## src/rtl/alu_exec_stage.sv

```systemverilog
// Execute stage: 4-op ALU with {Z,N,V} status register and a 2-entry result
// queue toward writeback, valid/ready on both sides.
module alu_exec_stage #(
  parameter int WIDTH = 16,
  parameter int DEPTH = 2
) (
  input  logic             clk,
  input  logic             reset_n,
  input  logic             in_valid,
  output logic             in_ready,
  input  logic [WIDTH-1:0] ain,
  input  logic [WIDTH-1:0] bin,
  input  logic [1:0]       aluop,
  input  logic             loadc,
  input  logic             loads,
  output logic             out_valid,
  input  logic             out_ready,
  output logic [WIDTH-1:0] c_out,
  output logic [2:0]       status
);

  localparam logic [1:0] OP_ADD = 2'b00;
  localparam logic [1:0] OP_SUB = 2'b01;
  localparam logic [1:0] OP_AND = 2'b10;
  localparam logic [1:0] FULL   = 2'(DEPTH);

  logic signed [WIDTH-1:0] a_p0;
  logic signed [WIDTH-1:0] b_p0;
  logic signed [WIDTH-1:0] result_p0;
  logic [2:0]              flags_p0;
  logic                    vld_p0;
  logic                    push_p0;
  logic                    pop;

  logic [1:0]       count;
  logic             wr_ptr;
  logic             rd_ptr;
  logic [2:0]       status_q;
  logic [WIDTH-1:0] mem [DEPTH];

  function automatic logic signed [WIDTH-1:0] alu_result(
    input logic [1:0]              op,
    input logic signed [WIDTH-1:0] a,
    input logic signed [WIDTH-1:0] b
  );
    case (op)
      OP_ADD:  return a + b;
      OP_SUB:  return a - b;
      OP_AND:  return a & b;
      default: return ~b;
    endcase
  endfunction

  // Overflow only exists for the arithmetic ops; logic ops always clear V.
  function automatic logic [2:0] alu_flags(
    input logic [1:0]              op,
    input logic signed [WIDTH-1:0] a,
    input logic signed [WIDTH-1:0] b,
    input logic signed [WIDTH-1:0] r
  );
    logic v;
    v = 1'b0;
    case (op)
      OP_ADD:  v = (a[WIDTH-1] == b[WIDTH-1]) && (r[WIDTH-1] != a[WIDTH-1]);
      OP_SUB:  v = (a[WIDTH-1] != b[WIDTH-1]) && (r[WIDTH-1] != a[WIDTH-1]);
      default: v = 1'b0;
    endcase
    return {r == '0, r[WIDTH-1], v};
  endfunction

  // Stage p0: combinational ALU and handshake decode
  assign a_p0      = ain;
  assign b_p0      = bin;
  assign result_p0 = alu_result(aluop, a_p0, b_p0);
  assign flags_p0  = alu_flags(aluop, a_p0, b_p0, result_p0);

  assign in_ready  = (count != FULL);
  assign out_valid = (count != 2'd0);
  assign vld_p0    = in_valid & in_ready;
  assign push_p0   = vld_p0 & loadc;
  assign pop       = out_valid & out_ready;

  // Queue control and architectural status
  always_ff @(posedge clk or negedge reset_n) begin
    if (!reset_n) begin
      count    <= 2'd0;
      wr_ptr   <= 1'b0;
      rd_ptr   <= 1'b0;
      status_q <= 3'b000;
    end else begin
      if (push_p0) wr_ptr <= ~wr_ptr;
      if (pop)     rd_ptr <= ~rd_ptr;
      case ({push_p0, pop})
        2'b10:   count <= count + 2'd1;
        2'b01:   count <= count - 2'd1;
        default: count <= count;
      endcase
      if (vld_p0 && loads) status_q <= flags_p0;
    end
  end

  always_ff @(posedge clk) begin
    if (push_p0) mem[wr_ptr] <= result_p0;
  end

  // Empty queue forces zero so stale or never-written entries stay invisible.
  assign c_out  = out_valid ? mem[rd_ptr] : '0;
  assign status = status_q;

endmodule
```

## config.mk

```make
export PLATFORM = sky130hd
export DESIGN_NAME = alu_exec_stage
export DESIGN_NICKNAME = d
export VERILOG_FILES = /design/src/rtl/alu_exec_stage.sv
export SDC_FILE = /design/constraint.sdc
export NUM_CORES = 1
export LEC_CHECK = 0
export BUFFER_PORTS_ARGS = -buffer_cell sky130_fd_sc_hd__buf_2
export CELL_PAD_IN_SITES_DETAIL_PLACEMENT = 1
export CELL_PAD_IN_SITES_GLOBAL_PLACEMENT = 2
export CORE_MARGIN = 8
export CORE_UTILIZATION = 31
export CTS_CLUSTER_DIAMETER = 150
export DETAILED_ROUTE_END_ITERATION = 10
export PLACE_DENSITY_LB_ADDON = 0.1
export SYNTH_ARGS = -nofsm -noshare
export SYNTH_HDL_FRONTEND = slang
export SYNTH_SLANG_ARGS = --single-unit
```

## constraint.sdc

```tcl
create_clock -name clk -period 1.82 [get_ports clk]
set_input_delay 0.364 -clock clk [delete_from_list [all_inputs] [get_ports clk]]
set_output_delay 0.364 -clock clk [all_outputs]
set_load 0.005 [all_outputs]
```

==> impl_metrics.csv <==
group,metric,value,unit
detailed_routing,drt_pass1_iterations,4,
pwr,clockPowerShare,0.124,
timing,slew-limit-headroom,0.677,
timing,worst_slack,-1.65,ns
detailed_routing,routedWlPerCell,17.2,µm
setup_path,path_common_cell,"or3_4",
clock_tree,cts_tree,"yes",
yosys,ys_seq_area_frac,0.354,
setup_path,cp_slowest_stage_delay,0.53,ns
clock_tree,cts.path.max_buffers,2,
yosys,ys_warn_count,0,
clock_tree,insertion_delay,0.28,ns
pwr,pwr-share-seq,0.288,
floorplan,dieArea,13900,µm²
place,placed_area,4500,µm²
floorplan,rows,37,
detailed_routing,drc,0,
run,drv_cap,0,
place,place_inst,627,
yosys,async_flop_share,0.179,
yosys,synth.area.top_cells,"edfxtp_1 30%, ha_1 7.4%, mux2i_1 6.5%",
yosys,synth_top_flop_cell,"edfxtp_1",
setup_path,arrival,3.50,ns
clock_tree,cts_made_buffers,5,
pwr,p_comb_frac,0.589,
setup_path,r2r_slack,-0.29,ns
detailed_routing,viasPerCell,5.02,
layout,area_delta_synth_final,63.0,%
yosys,ys_ff_latch,39,
setup_path,worst-path-buf-inv,1,
run_status,status,"finished with violations",
yosys,synth_edf_count,32,
setup_path,crit_type,"primary input to flip-flop",
layout,final_cells,664,
place,pre_cts_ws,-2.19,ns
layout,fillCellCount,1188,
pwr,power_density,826,nW/µm²
pwr,p_switching,0.00160,W
timing,finalCriticalPeriod,3.47,ns
place,dp_hpwl,8.67,mm
setup_path,crit_path_end_kind,"flip-flop",
timing,tightest_slew,0.483,ns
floorplan,die_x,118,µm
setup_path,rr_startpoint,"count[1]",
run_status,violations,"setup timing",
detailed_routing,vias,3332,
grt,antenna_found_initial,0,
setup_path,worstPathMaxFanout,3,
yosys,syn_inst,351,
grt,grt_pass1_vias,3626,
detailed_routing,ant_nets,0,
setup_path,r2r_end,"status[2]",
place,gp_congestion,0.849,
setup_path,r2r.worst_path.cells,8,
layout,final_layout_size_suffix_gt1_frac,0.523,
yosys,synth_top_area_share,0.299,
clock_tree,cts_root_buffer,"clkbuf_8",
timing,slew_violations,0,
worst_hold_path,hold_class,"primary input to async pin",
timing,fin_crit_sh,1.90,
setup_path,required,1.85,ns
timing,clock_skew,0.00715,ns
layout,diodes,0,
pwr,ir_worst_vdd,0.586,mV
clock_tree,path_clk_slew,0.08,ns
layout,multiInputGateArea,2400,µm²
timing,finalSetupViolations,31,
timing,hold_viol,0,
place,port_buffers,60,
yosys,yosys.area.top_type,"edfxtp_1",
setup_path,crit_slowest_cell,"or4_4",
yosys,synth_fp_nets,411,
floorplan,io_pins,61,
grt,grt_max_degree,42,
detailed_routing,drt_iter0_markers,105,
floorplan,core,10200,µm²
timing,fmax,289,MHz
pwr,p_leak,2.30,nW
layout,regArea,1140,µm²
pwr,p_int,0.00273,W
yosys,yosysUniqueCellTypes,56,
yosys,avgSynthCellArea,9.15,µm²
grt,overflow,0,
timing,rsz0062_at_grt,"yes",
setup_path,crit_chain,"buf_6 > or4_4 > or3_4 > or3_4 > nor3_4 > a21oi_2 > xnor2_1 > ha_1 > and3_4 > nand3_2 > a31oi_2 > a311oi_2 > xnor2_2 > or2_1 > nand2_1",
layout,fin_nets,587,
pwr,switching_share,0.369,
floorplan,die_y,118,µm
pwr,fin_total_pwr,0.00433,W
detailed_routing,wl,11.4,mm
floorplan,start_util,0.315,
setup_path,critical-path-top-delay-family,"simple AND/OR/NAND/NOR gates",
setup_path,cp-start-kind,"primary input",
grt,grt_use_total,0.158,
layout,design_area,5230,µm²
clock_tree,htree_num_levels,2,
yosys,synth_area,3210,µm²
grt,grt_pass1_wl,18.1,mm
clock_tree,cts_sinks,39,
==> layout by cell type (no fill, tap or decap), types with 10 or more instances in the layout <==
cell type	netlist	layout
ha_1	19	13
mux2i_1	21	20
buf_6	1	20
a21oi_2	0	10
nor2_1	44	34
buf_2	2	55
inv_1	15	10
nand2_1	21	17
buf_4	0	106
xnor2_1	19	16
edfxtp_1	32	32
o21ai_0	15	11
==> logic make-up after synthesis <==
| logic type | share of synthesized area |
|---|---|
| mux | 0.0760 |
| compound gates | 0.188 |
| buf+inv | 0.0405 |
| flops | 0.354 |
| simple gates | 0.194 |
| fa+ha+maj | 0.0803 |
| xor+xnor | 0.0678 |
==> per-stage QoR <==
step	hold slack (ns)	utilization	TNS, ns
2_1_floorplan	0.0684	-	-27.10
3_3_place_gp	0.209	0.442	-40.13
3_5_place_dp	0.214	0.442	-41.97
4_1_cts	0.431	0.495	-29.52
5_1_grt	0.469	0.514	-33.55
6_report	0.459	0.514	-30.88
==> what timing repair did <==
action,CTS,global route
pin swaps,25,35
hold endpoints to repair,7,0
hold buffers,1,0
gates cloned,0,1
setup endpoints to repair,33,50
buffers inserted,27,9
resized for setup,57,40
==> metal layers <==
layer / global-route usage / vias up / wire length, µm
met5: 0 / - / 0
met4: 0.0392 / 0 / 118
met3: 0.0221 / 8 / 347
met2: 0.275 / 59 / 5640
met1: 0.200 / 1603 / 5330
li1: - / 1662 / -
==> area by class of cell <==
cell class | count | area share
repair buffers | 185 | 0.260
clock buffers | 5 | 0.0131
well taps | 136 | 0.0325
flip-flops and latches | 39 | 0.217
clock inverters | 3 | 0.00287
inverters | 16 | 0.0158
multi-input cells | 280 | 0.459
==> worst register-to-register path, delay by kind of cell (launching register included) <==
family           cells  cell delay, ns
AO/OA/AOI/OAI        3            0.44
AND/OR/NAND/NOR      5            1.22
flip-flops           1            0.38
==> power groups by stage <==
| stage | clock, W | combinational (W) | sequential (W) |
|---|---|---|---|
| finish | 0.000535 | 0.00255 | 0.00124 |
| global route | 0.000588 | 0.00278 | 0.00126 |
| CTS | 0.000558 | 0.00240 | 0.00125 |
| detailed placement | 0 | 0.00220 | 0.00126 |
| global placement | 0 | 0.00214 | 0.00125 |
| floorplan | 0 | 0.00122 | 0.00125 |
==> Yosys cell counts (all sizes together), types with 7 or more instances <==
master,n
dfrtp,7
o21ai,15
nor2,44
a31oi,7
ha,19
nand3,10
clkbuf,13
mux2i,21
xnor2,20
a21oi,21
edfxtp,32
nand2,21
inv,15
nor3,13
==> registers in the layout (all words and copies together), names as in the netlist <==
register / count
status: 3
rd_ptr: 1
count: 2
mem: 32
wr_ptr: 1
==> how the worst max path moves through the flow <==
stage,cells past startpoint,from,slack [ns],to
floorplan,14,bin[4],-1.64,mem[0][15]
global placement,16,bin[4],-1.99,mem[0][15]
detailed placement,16,bin[4],-2.19,mem[0][15]
CTS,16,bin[4],-1.70,mem[1][15]
global route,15,bin[4],-1.76,mem[1][15]
finish,15,bin[4],-1.65,mem[1][15]
Power figures use the tool's default switching activity.
